$ cat src/rtl/mem_refill_port_arbiter.sv
// Shares one refill/evict memory port between two blocking caches, with one
// transaction in flight and round-robin grant. Responses are routed back to the granted requester only.
module mem_refill_port_arbiter #(
  parameter  int p_opaque_nbits = 8,
  parameter  int abw            = 32,
  parameter  int clw            = 128,
  localparam int lenw           = $clog2(clw/8),
  localparam int reqw           = 3 + p_opaque_nbits + abw + lenw + clw,
  localparam int respw          = 3 + p_opaque_nbits + lenw + clw
) (
  input  logic             clk,
  input  logic             reset,
  input  logic [reqw-1:0]  req0_msg,
  input  logic             req0_val,
  output logic             req0_rdy,
  input  logic             req0_domain,
  input  logic [reqw-1:0]  req1_msg,
  input  logic             req1_val,
  output logic             req1_rdy,
  input  logic             req1_domain,
  output logic [respw-1:0] resp0_msg,
  output logic             resp0_val,
  input  logic             resp0_rdy,
  output logic             resp0_domain,
  output logic             fail0,
  output logic [respw-1:0] resp1_msg,
  output logic             resp1_val,
  input  logic             resp1_rdy,
  output logic             resp1_domain,
  output logic             fail1,
  output logic [reqw-1:0]  memreq_msg,
  output logic             memreq_val,
  input  logic             memreq_rdy,
  output logic             memreq_domain,
  input  logic [respw-1:0] memresp_msg,
  input  logic             memresp_val,
  output logic             memresp_rdy,
  input  logic             memresp_domain,
  input  logic             fail
);

  typedef enum logic [1:0] {
    IDLE = 2'd0,
    SEND = 2'd1,
    WAIT = 2'd2
  } state_t;

  state_t           state_r, state_s;
  logic             gnt_r, gnt_s;
  logic             prio_r, prio_s;
  logic             dom_r, dom_s;
  logic             g_req_val_s;
  logic             g_resp_rdy_s;
  logic             guard_s;
  logic [clw-1:0]   resp_data_s;
  logic [respw-1:0] resp_msg_s;

  // Granted-side selects and the domain-escalation guard.
  always_comb begin
    g_req_val_s  = gnt_r ? req1_val  : req0_val;
    g_resp_rdy_s = gnt_r ? resp1_rdy : resp0_rdy;
    guard_s      = memresp_val & memresp_domain & ~dom_r;
    resp_data_s  = guard_s ? {clw{1'b0}} : memresp_msg[clw-1:0];
    resp_msg_s   = {memresp_msg[respw-1:clw], resp_data_s};
  end

  // State, grant, priority and latched-domain registers.
  always_ff @(posedge clk) begin
    if (!reset) begin
      state_r <= IDLE;
      gnt_r   <= 1'b0;
      prio_r  <= 1'b0;
      dom_r   <= 1'b0;
    end else begin
      state_r <= state_s;
      gnt_r   <= gnt_s;
      prio_r  <= prio_s;
      dom_r   <= dom_s;
    end
  end

  // Next-state and arbitration logic.
  always_comb begin
    state_s = state_r;
    gnt_s   = gnt_r;
    prio_s  = prio_r;
    dom_s   = dom_r;
    case (state_r)
      IDLE: begin
        if (req0_val && req1_val) begin
          gnt_s   = prio_r;
          dom_s   = prio_r ? req1_domain : req0_domain;
          state_s = SEND;
        end else if (req0_val) begin
          gnt_s   = 1'b0;
          dom_s   = req0_domain;
          state_s = SEND;
        end else if (req1_val) begin
          gnt_s   = 1'b1;
          dom_s   = req1_domain;
          state_s = SEND;
        end else begin
          state_s = IDLE;
        end
      end
      SEND: begin
        // A requester withdrawing val before acceptance forfeits its turn without rotating priority.
        if (!g_req_val_s) begin
          state_s = IDLE;
        end else if (memreq_rdy) begin
          state_s = WAIT;
          prio_s  = ~gnt_r;
        end else begin
          state_s = SEND;
        end
      end
      WAIT: begin
        if (memresp_val && g_resp_rdy_s) begin
          state_s = IDLE;
        end else begin
          state_s = WAIT;
        end
      end
      default: begin
        state_s = IDLE;
      end
    endcase
  end

  // Output routing; everything is zero outside the active phase.
  always_comb begin
    req0_rdy      = 1'b0;
    req1_rdy      = 1'b0;
    resp0_msg     = {respw{1'b0}};
    resp0_val     = 1'b0;
    resp0_domain  = 1'b0;
    fail0         = 1'b0;
    resp1_msg     = {respw{1'b0}};
    resp1_val     = 1'b0;
    resp1_domain  = 1'b0;
    fail1         = 1'b0;
    memreq_msg    = {reqw{1'b0}};
    memreq_val    = 1'b0;
    memreq_domain = 1'b0;
    memresp_rdy   = 1'b0;
    case (state_r)
      SEND: begin
        memreq_msg    = gnt_r ? req1_msg : req0_msg;
        memreq_domain = gnt_r ? req1_domain : req0_domain;
        memreq_val    = g_req_val_s;
        if (gnt_r) begin
          req1_rdy = memreq_rdy;
        end else begin
          req0_rdy = memreq_rdy;
        end
      end
      WAIT: begin
        memresp_rdy = g_resp_rdy_s;
        if (gnt_r) begin
          resp1_val    = memresp_val;
          resp1_msg    = resp_msg_s;
          resp1_domain = memresp_domain;
          fail1        = (fail & memresp_val) | guard_s;
        end else begin
          resp0_val    = memresp_val;
          resp0_msg    = resp_msg_s;
          resp0_domain = memresp_domain;
          fail0        = (fail & memresp_val) | guard_s;
        end
      end
      default: begin
        memresp_rdy = 1'b0;
      end
    endcase
  end

endmodule

$ cat config.mk
export PLATFORM = sky130hd
export DESIGN_NAME = mem_refill_port_arbiter
export DESIGN_NICKNAME = d
export VERILOG_FILES = /design/src/rtl/mem_refill_port_arbiter.sv
export SDC_FILE = /design/constraint.sdc
export NUM_CORES = 1
export LEC_CHECK = 0
export ABC_AREA = 1
export CAP_MARGIN = 10
export CORE_AREA = 2 2 377 379
export CTS_BUF_LIST = sky130_fd_sc_hd__clkbuf_8
export DETAILED_ROUTE_END_ITERATION = 6
export DIE_AREA = 0 0 379 381
export GPL_TIMING_DRIVEN = 0
export PLACE_DENSITY = 0.3
export SYNTH_ARGS = -nofsm -noshare
export SYNTH_HDL_FRONTEND = slang
export SYNTH_SLANG_ARGS = --single-unit
$ cat constraint.sdc
create_clock -name clk -period 1.55 [get_ports clk]
set_input_delay 0.31 -clock clk [delete_from_list [all_inputs] [get_ports clk]]
set_output_delay 0.31 -clock clk [all_outputs]
set_load 0.05 [all_outputs]
Word level (Yosys, flattened, before mapping)
Cells that the tools add are included.
W data, S select, Z words.
- bits in registers: 5
- input bits: 505
- output and inout bits: 472
- eq/ne operators: 2
- mux-type cells: 43
- bitwise operators: 6
- reduce and logical (&&, ||, !) cells: 6
- operators by type and width (kind ; number):
    $mux W143 ; 4
    $mux W175 ; 2
    $mux W128 ; 1
    $mux W1 ; 32
    $mux W2 ; 3
    $pmux W2 S3 ; 1
    $and A1 B1 Y1 ; 3
    $reduce_and A3 Y1 ; 1
    $reduce_bool A3 Y1 ; 1
    $eq A2 B1 Y1 const B ; 1
    $eq A2 B2 Y1 const B ; 1
    $logic_and A1 B1 Y1 ; 2
    $logic_not A2 Y1 ; 1
    $not A1 Y1 ; 2
    $reduce_and A2 Y1 ; 1
    $or A1 B1 Y1 ; 1

Logic depth before layout (Yosys ltp)
Gate-level depths: netlist (run 1).
- depth in word-level cells: 5
- mapped depth: 7
- mapped depth without buffers: 7

Worst setup path before layout (run 1)
OpenSTA, ideal clock, no wires.
- path kind: flip-flop to output port
- start point: register state_r[0]
- end point: output port req0_rdy
- arrival: 1.813 ns
- setup slack: -0.573 ns
- stages on the path, launching flop included: 6
- path through: dfxtp_1 -> inv_2 -> nor2_4 -> inv_2 -> buf_6 -> nor3_1
- longest elaborated chain between the ends: 2
- RTL lines (item ; RTL line ; source):
    from (decl) ; 48 ; state_t state_r, state_s;
    from (signal assigned) ; 75 ; state_r <= state_s;
    $eq A2 B1 Y1 ; 146 ; case (state_r)
    $mux W1 ; 146 ;
    to (decl) ; 15 ; output logic req0_rdy,
Every way passes these cells.

Worst setup path in the final report (run 1)
- start point: register state_r[1]
- end point: output port resp0_msg[89]
- longest elaborated chain between the ends: 2
- RTL lines (item ; RTL line ; source):
    $eq A2 B2 Y1 ; 146 ;
    $mux W143 ; 146 ;
    to (decl) ; 21 ; output logic [respw-1:0] resp0_msg,
Every way passes these cells.

==> results.yml, run 1 <==
cts:
  numClockSinks: 5
  cts_root_buffer: "clkbuf_8"
  cts_tree: "done"
  cts_buffer_depth: 2
  numCtsBuffers: 3
  clk_pin_slew_ns: 0.04
  htreeDepth: 1
  worstSkewPairLatency_ns: 0.22
timing:
  rsz0062_at_grt: "yes"
  skew_ns: 0.00192
  worst_pin_slew_ns: 0.545
  timing.final.ws_setup_ns: -0.566
  period_needed_ns: 2.12
  slew_viol_final: 0
  hold_violations: 0
  max_freq_mhz: 473
  max-slew-margin-rel: 0.633
  setup_violations: 472
  final.period_utilization: 1.36
hold_path:
  hold_start: "prio_r$_SDFFE_PN0P_"
  holdPathEnd: "prio_r$_SDFFE_PN0P_"
  hp-class: "register to register"
  hold_depth: 4
global_routing:
  grt_pass1_wl_um: 110000
  grtUsageTotal: 0.112
  grt_pass1_vias: 12200
  antenna_found_initial: 20
  grt_max_degree: 11
  grt-ovfl-total: 0
critical_path:
  worst_path_max_delay_cell: "dfxtp_2"
  crit-reg2reg-capture: "state_r[1]$_SDFF_PN0_"
  worst_ep_required_time_ns: 1.24
  crit_arrival_ns: 1.81
  startpoint_type: "register"
  worstSetupPathType: "register to primary output"
  critPathBufInv: 6
  path_max_fanout: 7
  cp_slowest_stage_delay_ns: 0.32
  r2r_cells: 8
  rr_startpoint: "gnt_r$_SDFFE_PN0P_"
  cp_cell_sequence: "inv_2 -> nor2_4 -> buf_12 -> nand2_8 -> buf_12 -> buf_16 -> buf_16 -> nor2_4 -> buf_8"
  cp_top_family: "buffers and inverters"
  end_kind: "primary output"
  rrSetupSlack_ns: 0.13
power_and_ir_drop:
  total_power_mw: 9.25
  leakagePower_nw: 9.14
  p_per_area_nw_per_um2: 374
  ir_worst_vdd_mv: 0.159
flow_run:
  max_cap_viol_count: 0
cells_and_area:
  area_growth_pct: 367
  final_area_um2: 24700
  drive_gt1_frac: 0.554
  fill_cells: 15964
  fin_nets: 2692
  fin_cells: 4082
status:
  status: "finished, violations left"
  violations: "setup timing"
routing:
  first_pass_iters: 7
  drcViolationCount: 0
  vias: 11770
  viasPerCell: 2.88
  wl_um: 88100
  drt-initial-drc-count: 354
  antenna_left: 0
  wl_per_cell_um: 21.6
floorplanning:
  die_w_um: 379
  core_area_um2: 141000
  num_rows: 138
  dieArea_um2: 144000
  die_h_um: 381
  ios: 977
  start_util: 0.0376
placement:
  place_inst: 3993
  gp_congestion: 0.857
  dpl-instance-area_um2: 19700
  pre_cts_ws_ns: -2.03
  dp_hpwl_um: 74700
  io_buffers: 976
logic_synthesis:
  yosysSeqAreaShare: 0.0189
  synth.ff_latch_count: 5
  yosysWarningCount: 0
  synth_area_um2: 5290
  avgSynthCellArea_um2: 4.69
  synth_fp_nets: 1631
  synthCells: 1126
  synth_cell_type_count: 18
==> report_power, final <==
part | total (mW) | switching, mW | internal, mW
clock | 0.233 | 0.0629 | 0.170
combinational | 8.85 | 5.17 | 3.68
sequential | 0.166 | 0.0234 | 0.143
total | 9.25 | 5.25 | 3.99
==> sequential cells by signal, summed over array words and instances (netlist names) <==
signal and count:
dom_r 1, prio_r 1, state_r 2, gnt_r 1
==> kinds of logic after synthesis <==
kind of cell,after synthesis,share of synthesized area
buf+inv,134,0.161
simple gates,804,0.576
flops,5,0.0189
compound gates,183,0.244
==> layout by cell type (no fill, tap or decap), drive strengths merged <==
master,synthesis,routed
bufbuf,0,1
inv,30,32
nand3,3,3
a21oi,179,179
nor2,304,304
diode,0,6
o21ai,4,4
clkdlybuf4s15,0,9
clkdlybuf4s50,0,502
dfxtp,5,5
nand4,1,1
nor3,2,2
buf,78,609
clkbuf,26,41
and3,1,1
nand2,493,493
==> tightest hold or removal path, cell delays in order, from the launching register on <==
cell,delay (ns)
dfxtp_1,0.30
inv_1,0.04
nand2_1,0.04
inv_1,0.05
nor2_1,0.04
==> routing by layer <==
layer / global-route usage / vias to the layer above / part of all wire
met1: 0.138 / 5565 / 0.42
li1: - / 5629 / -
met2: 0.194 / 498 / 0.48
met4: 0.0139 / 26 / 0.0090
met3: 0.0353 / 52 / 0.084
met5: 0 / - / 0.0018
==> cell usage after synthesis <==
library cell / instances / share of area
buf_2: 34 / 0.032
inv_1: 26 / 0.018
buf_4: 5 / 0.0071
dfxtp_1: 5 / 0.019
a21oi_2: 100 / 0.17
buf_1: 1 / 0.00071
and3_1: 1 / 0.0012
nor2_4: 2 / 0.0043
clkbuf_1: 26 / 0.018
nand3_1: 3 / 0.0028
buf_6: 38 / 0.081
inv_2: 4 / 0.0028
a21oi_1: 79 / 0.075
nand4_1: 1 / 0.0012
nand2_1: 493 / 0.35
nor3_1: 2 / 0.0019
nor2_1: 302 / 0.21
o21ai_0: 4 / 0.0038
==> repair_timing <==
action,in CTS,in global routing
hold buffers,0,0
resized for setup,2447,1962
cloned,10,16
pin swaps,29,92
hold endpoints to repair,0,0
buffers inserted,22,35
endpoints found under the setup margin,473,472
==> per-stage QoR <==
step                      utilization  hold slack, ns  TNS, ns
after global routing            0.176           0.542  -218.37
final                           0.176           0.512  -187.15
after global placement          0.140           0.525  -666.34
after CTS                       0.149           0.517  -267.89
after detailed placement        0.140           0.513  -663.44
after floorplan                     -           0.431   -65.19
==> area by class of cell <==
cell class	instances	area [um2]	area share
Timing Repair inverter	1	8.76	0.000355
Multi-Input combinational cell	987	8150	0.330
Antenna cell	6	15.0	0.000608
Buffer	102	1720	0.0694
Clock buffer	3	41.3	0.00167
Tap cell	1890	2360	0.0957
Sequential cell	5	110	0.00446
Inverter	30	133	0.00537
Timing Repair Buffer	1057	12200	0.492
Clock inverter	1	3.75	0.000152
==> worst max-delay path by stage <==
stage                      endpoint  cells after the start                   from  slack (ns)
floorplan             resp1_msg[95]                      7         memresp_domain       -0.33
global placement    memreq_msg[167]                      5     gnt_r$_SDFFE_PN0P_       -2.06
detailed placement   memreq_msg[53]                      5     gnt_r$_SDFFE_PN0P_       -2.03
CTS                 memreq_msg[122]                      7  state_r[1]$_SDFF_PN0_       -0.75
global route        memreq_msg[133]                      7  state_r[1]$_SDFF_PN0_       -0.67
finish                resp0_msg[89]                      9  state_r[1]$_SDFF_PN0_       -0.57
Power figures use the tool's default switching activity.
==> run 2, diff against run 1 <==
CAP_MARGIN = 20   (was 10)
CORE_AREA = 3 3 378 380   (was 2 2 377 379)
DIE_AREA = 0 0 381 383   (was 0 0 379 381)
==> results.yml, run 2 (same netlist as run 1, synthesis figures left out) <==
placement:
  dp_hpwl_um: 76300
  dpl-instance-area_um2: 19600
  pre_cts_ws_ns: -2.10
  place_inst: 3978
  io_buffers: 976
  gp_congestion: 0.828
cells_and_area:
  largest_register_ffs: 2
  regMostFlops: "state_r"
  fill_cells: 16320
  layout_commonest_cell: "clkdlybuf4s50_1"
  final_cell_mix: "clkdlybuf4s50_1, nand2_1, a21oi_4, clkbuf_4, buf_6"
  regArea_um2: 113
  area_growth_pct: 284
  drive_gt1_frac: 0.473
  final_area_um2: 20300
  multi_input_area_um2: 7140
  final_core_util: 0.145
  fin_nets: 2626
  fin_cells: 4009
status:
  status: "finished, violations left"
  violations: "setup timing"
critical_path:
  path_max_fanout: 10
  critPathLaunch: "state_r[1]$_SDFF_PN0_"
  rr_startpoint: "gnt_r$_SDFFE_PN0P_"
  worstSetupPathType: "register to primary output"
  startpoint_type: "register"
  worst_ep_required_time_ns: 1.24
  crit_arrival_ns: 1.76
  end_kind: "primary output"
global_routing:
  grt_max_degree: 11
  antenna_found_initial: 26
  busiest_layer: "met2"
  met2_usage: 0.184
  grt_pass1_vias: 12135
  met3_usage: 0.0343
  grt-ovfl-total: 0
  grt_pass1_wl_um: 110000
  grtUsageMet1: 0.139
  grtUsageTotal: 0.108
floorplanning:
  ios: 977
  num_rows: 137
  dieArea_um2: 146000
  die_h_um: 383
  start_util: 0.0379
  core_area_um2: 140000
  die_w_um: 381
power_and_ir_drop:
  leakagePower_nw: 7.77
  ir_worst_vdd_mv: 0.227
  total_power_mw: 7.89
  p_per_area_nw_per_um2: 389
routing:
  wl_um: 84500
  first_pass_iters: 4
  viasPerCell: 2.82
  antenna_left: 0
  vias: 11298
  drt-initial-drc-count: 457
  wl_per_cell_um: 21.1
  drcViolationCount: 0
timing:
  hold_violations: 0
  skew_ns: 0.000355
  setup_violations: 472
  max_freq_mhz: 483
  hold_slack_ns: 0.516
  period_needed_ns: 2.07
  max-slew-margin-rel: 0.567
  setup_tns_ns: -194.81
  timing.final.ws_setup_ns: -0.519
  slew_viol_final: 0
  rsz0062_at_grt: "yes"
  final.period_utilization: 1.34
  worst_pin_slew_ns: 0.647
cts:
  hold_buffers: 0
  htreeDepth: 1
  cts_tree: "done"
  numCtsBuffers: 3
  cts_root_buffer: "clkbuf_8"
  cts_buffer_depth: 2
  numClockSinks: 5
  worstSkewPairLatency_ns: 0.22
  clk_pin_slew_ns: 0.04
flow_run:
  max_cap_viol_count: 0
hold_path:
  hp-class: "register to register"
  hold_start: "prio_r$_SDFFE_PN0P_"
[run 2: cell types whose count changed in the layout (fill, tap and decap cells not counted), sizes merged]
cell | before | now
clkbuf | 41 | 219
inv | 32 | 31
dlymetal6s2s | 0 | 3
clkdlybuf4s15 | 9 | 4
buf | 609 | 368
diode | 6 | 13
[run 2: worst max-delay path: stages, from the launching register on]
cell and delay, ns:
dfxtp_4 0.36, inv_2 0.04, nor2_4 0.22, nand2_4 0.11, buf_12 0.17, buf_6 0.16
nor2_1 0.17, clkbuf_4 0.28
[run 2: final cells by class]
class / count / area share
multi-input cells: 987 / 0.352
plain buffers: 104 / 0.0620
repair buffers: 990 / 0.455
diodes: 13 / 0.00160
clock inverters: 1 / 0.000185
clock buffers: 3 / 0.00204
well taps: 1876 / 0.116
flip-flops and latches: 5 / 0.00555
inverters: 30 / 0.00604
[run 2: final timing paths]
path / endpoint / slack (ns) / cells after the start
setup / recovery: resp0_msg[59] / -0.52 / 7
hold / removal: prio_r$_SDFFE_PN0P_ / 0.52 / 4
setup reg to reg: state_r[1]$_SDFF_PN0_ / 0.38 / 6
hold reg to reg: prio_r$_SDFFE_PN0P_ / 0.52 / 4
[run 2: timing repair]
item,4_1_cts,5_1_grt
cloned,4,3
gates resized for setup,1793,1431
setup buffers,4,3
pin swaps,4,24
setup endpoints to repair,472,472
[run 2: power by group]
group | leakage (nW) | switching [mW] | internal, mW
clock | 0.0270 | 0.0691 | 0.170
combinational | 7.70 | 4.69 | 2.80
sequential | 0.0434 | 0.0207 | 0.142
[run 2: routing by layer]
metal	up-vias	part of all wire
met4	8	0.0069
met3	36	0.075
met5	-	0.00047
li1	5496	-
met2	489	0.48
met1	5269	0.44
==> run 3, diff against run 2 <==
GPL_TIMING_DRIVEN = default   (was 0)
==> results.yml, run 3 (same netlist as run 1, synthesis figures left out) <==
critical_path:
  rrSetupSlack_ns: 0.10
  cpMostUsedCell: "buf_12"
  worst_ep_required_time_ns: 1.24
  worst_path_max_delay_cell: "dfxtp_2"
  startpoint_type: "register"
  crit_arrival_ns: 1.75
  cp_slowest_stage_delay_ns: 0.33
  r2r_cells: 8
  cp_cell_sequence: "inv_2 -> nor2_4 -> buf_12 -> nand2_8 -> clkbuf_16 -> buf_12 -> buf_12 -> nor2_4 -> buf_12"
  crit-reg2reg-capture: "prio_r$_SDFFE_PN0P_"
  rr_startpoint: "gnt_r$_SDFFE_PN0P_"
  path_max_fanout: 8
  end_kind: "primary output"
  worstSetupPathType: "register to primary output"
cells_and_area:
  drive_gt1_frac: 0.573
  final_core_util: 0.203
  fin_nets: 2723
  regArea_um2: 110
  fill_cells: 15383
  layout_commonest_cell: "clkdlybuf4s50_1"
  regMostFlops: "state_r"
  largest_register_ffs: 2
  area_growth_pct: 436
  final_cell_mix: "clkdlybuf4s50_1, buf_12, nand2_1, nor2_4, a21oi_4"
  multi_input_area_um2: 8810
hold_path:
  hold_depth: 4
  hold_start: "prio_r$_SDFFE_PN0P_"
  hp-class: "register to register"
  holdPathEnd: "prio_r$_SDFFE_PN0P_"
routing:
  drt-initial-drc-count: 325
  wl_um: 85600
  viasPerCell: 2.89
  first_pass_iters: 4
  vias: 11838
  antenna_left: 0
  drcViolationCount: 0
  wl_per_cell_um: 20.9
global_routing:
  grt_pass1_wl_um: 110000
  grt-ovfl-total: 0
  grt_max_degree: 27
  grtUsageTotal: 0.107
  antenna_found_initial: 22
  grt_pass1_vias: 12677
timing:
  setup_violations: 472
  hold_slack_ns: 0.515
  skew_ns: 0.00162
  max_freq_mhz: 485
  worst_pin_slew_ns: 0.666
  rsz0062_at_grt: "yes"
  slew_viol_final: 0
  hold_violations: 0
  max-slew-margin-rel: 0.556
  period_needed_ns: 2.06
  timing.final.ws_setup_ns: -0.510
  final.period_utilization: 1.33
floorplanning:
  dieArea_um2: 146000
  ios: 977
  die_h_um: 383
  die_w_um: 381
  core_area_um2: 140000
  start_util: 0.0379
  num_rows: 137
cts:
  cts_buffer_depth: 2
  cts_root_buffer: "clkbuf_8"
  htreeDepth: 1
  cts_tree: "done"
  numClockSinks: 5
  clk_pin_slew_ns: 0.04
  numCtsBuffers: 3
  worstSkewPairLatency_ns: 0.22
power_and_ir_drop:
  p_per_area_nw_per_um2: 344
  ir_worst_vdd_mv: 0.247
  total_power_mw: 9.72
  leakagePower_nw: 9.91
placement:
  gp_congestion: 0.867
  dp_hpwl_um: 72100
  io_buffers: 976
status:
  status: "finished, violations left"
  violations: "setup timing"
flow_run:
  max_cap_viol_count: 0
==> run 3: layer usage <==
metal	global-route usage	wire length (um)	up-vias
li1	-	-	5710
met1	0.126	34400	5528
met2	0.190	42800	513
met3	0.0388	6960	67
met4	0.0128	1250	20
met5	0	136	-
==> run 3: worst max path at each step <==
stage                                     start        endpoint  depth (start not counted)
after global placement           memresp_domain   resp0_msg[24]                         10
after global routing      state_r[0]$_SDFF_PN0_  resp0_msg[108]                          8
after CTS                 state_r[1]$_SDFF_PN0_   resp0_msg[41]                          8
after detailed placement         memresp_domain   resp0_msg[21]                          9
final                     state_r[1]$_SDFF_PN0_  resp0_msg[108]                          9
after floorplan                  memresp_domain   resp1_msg[95]                          7
==> run 3: cell type report <==
cell class,instances,area share
Sequential cell,5,0.00389
Multi-Input combinational cell,989,0.311
Inverter,30,0.00442
Antenna cell,6,0.000531
Clock inverter,1,0.000133
Timing Repair Buffer,1189,0.595
Tap cell,1876,0.0829
Clock buffer,3,0.00146
==> run 3: where the power goes <==
group,switching (mW),leakage [nW],internal (mW),total [mW]
Combinational,5.14,9.84,4.18,9.32
Clock,0.0715,0.0269,0.170,0.242
Sequential,0.0169,0.0431,0.143,0.160
==> run 3: stage by stage <==
stage	instances	setup slack [ns]	TNS, ns	area [um2]
after floorplan	1126	-0.330	-65.19	7530
after global placement	4030	-1.01	-255.13	24400
after detailed placement	4030	-1.00	-247.45	24400
after CTS	4070	-0.539	-198.58	26500
after global routing	4094	-0.545	-215.49	28300
final	4099	-0.510	-190.11	28300
==> run 3: what timing repair did <==
item | 4_1_cts | 5_1_grt
setup buffers | 22 | 24
hold buffers | 0 | 0
pin swaps | 19 | 50
cloned | 14 | 17
setup endpoints to repair | 472 | 473
gates resized for setup | 391 | 291
==> run 3: worst max-delay path: cells and delay by family, from the launching register on <==
kind / cells / cell delay (ns)
buf+inv: 6 / 0.86
simple gates: 3 / 0.30
flops: 1 / 0.33
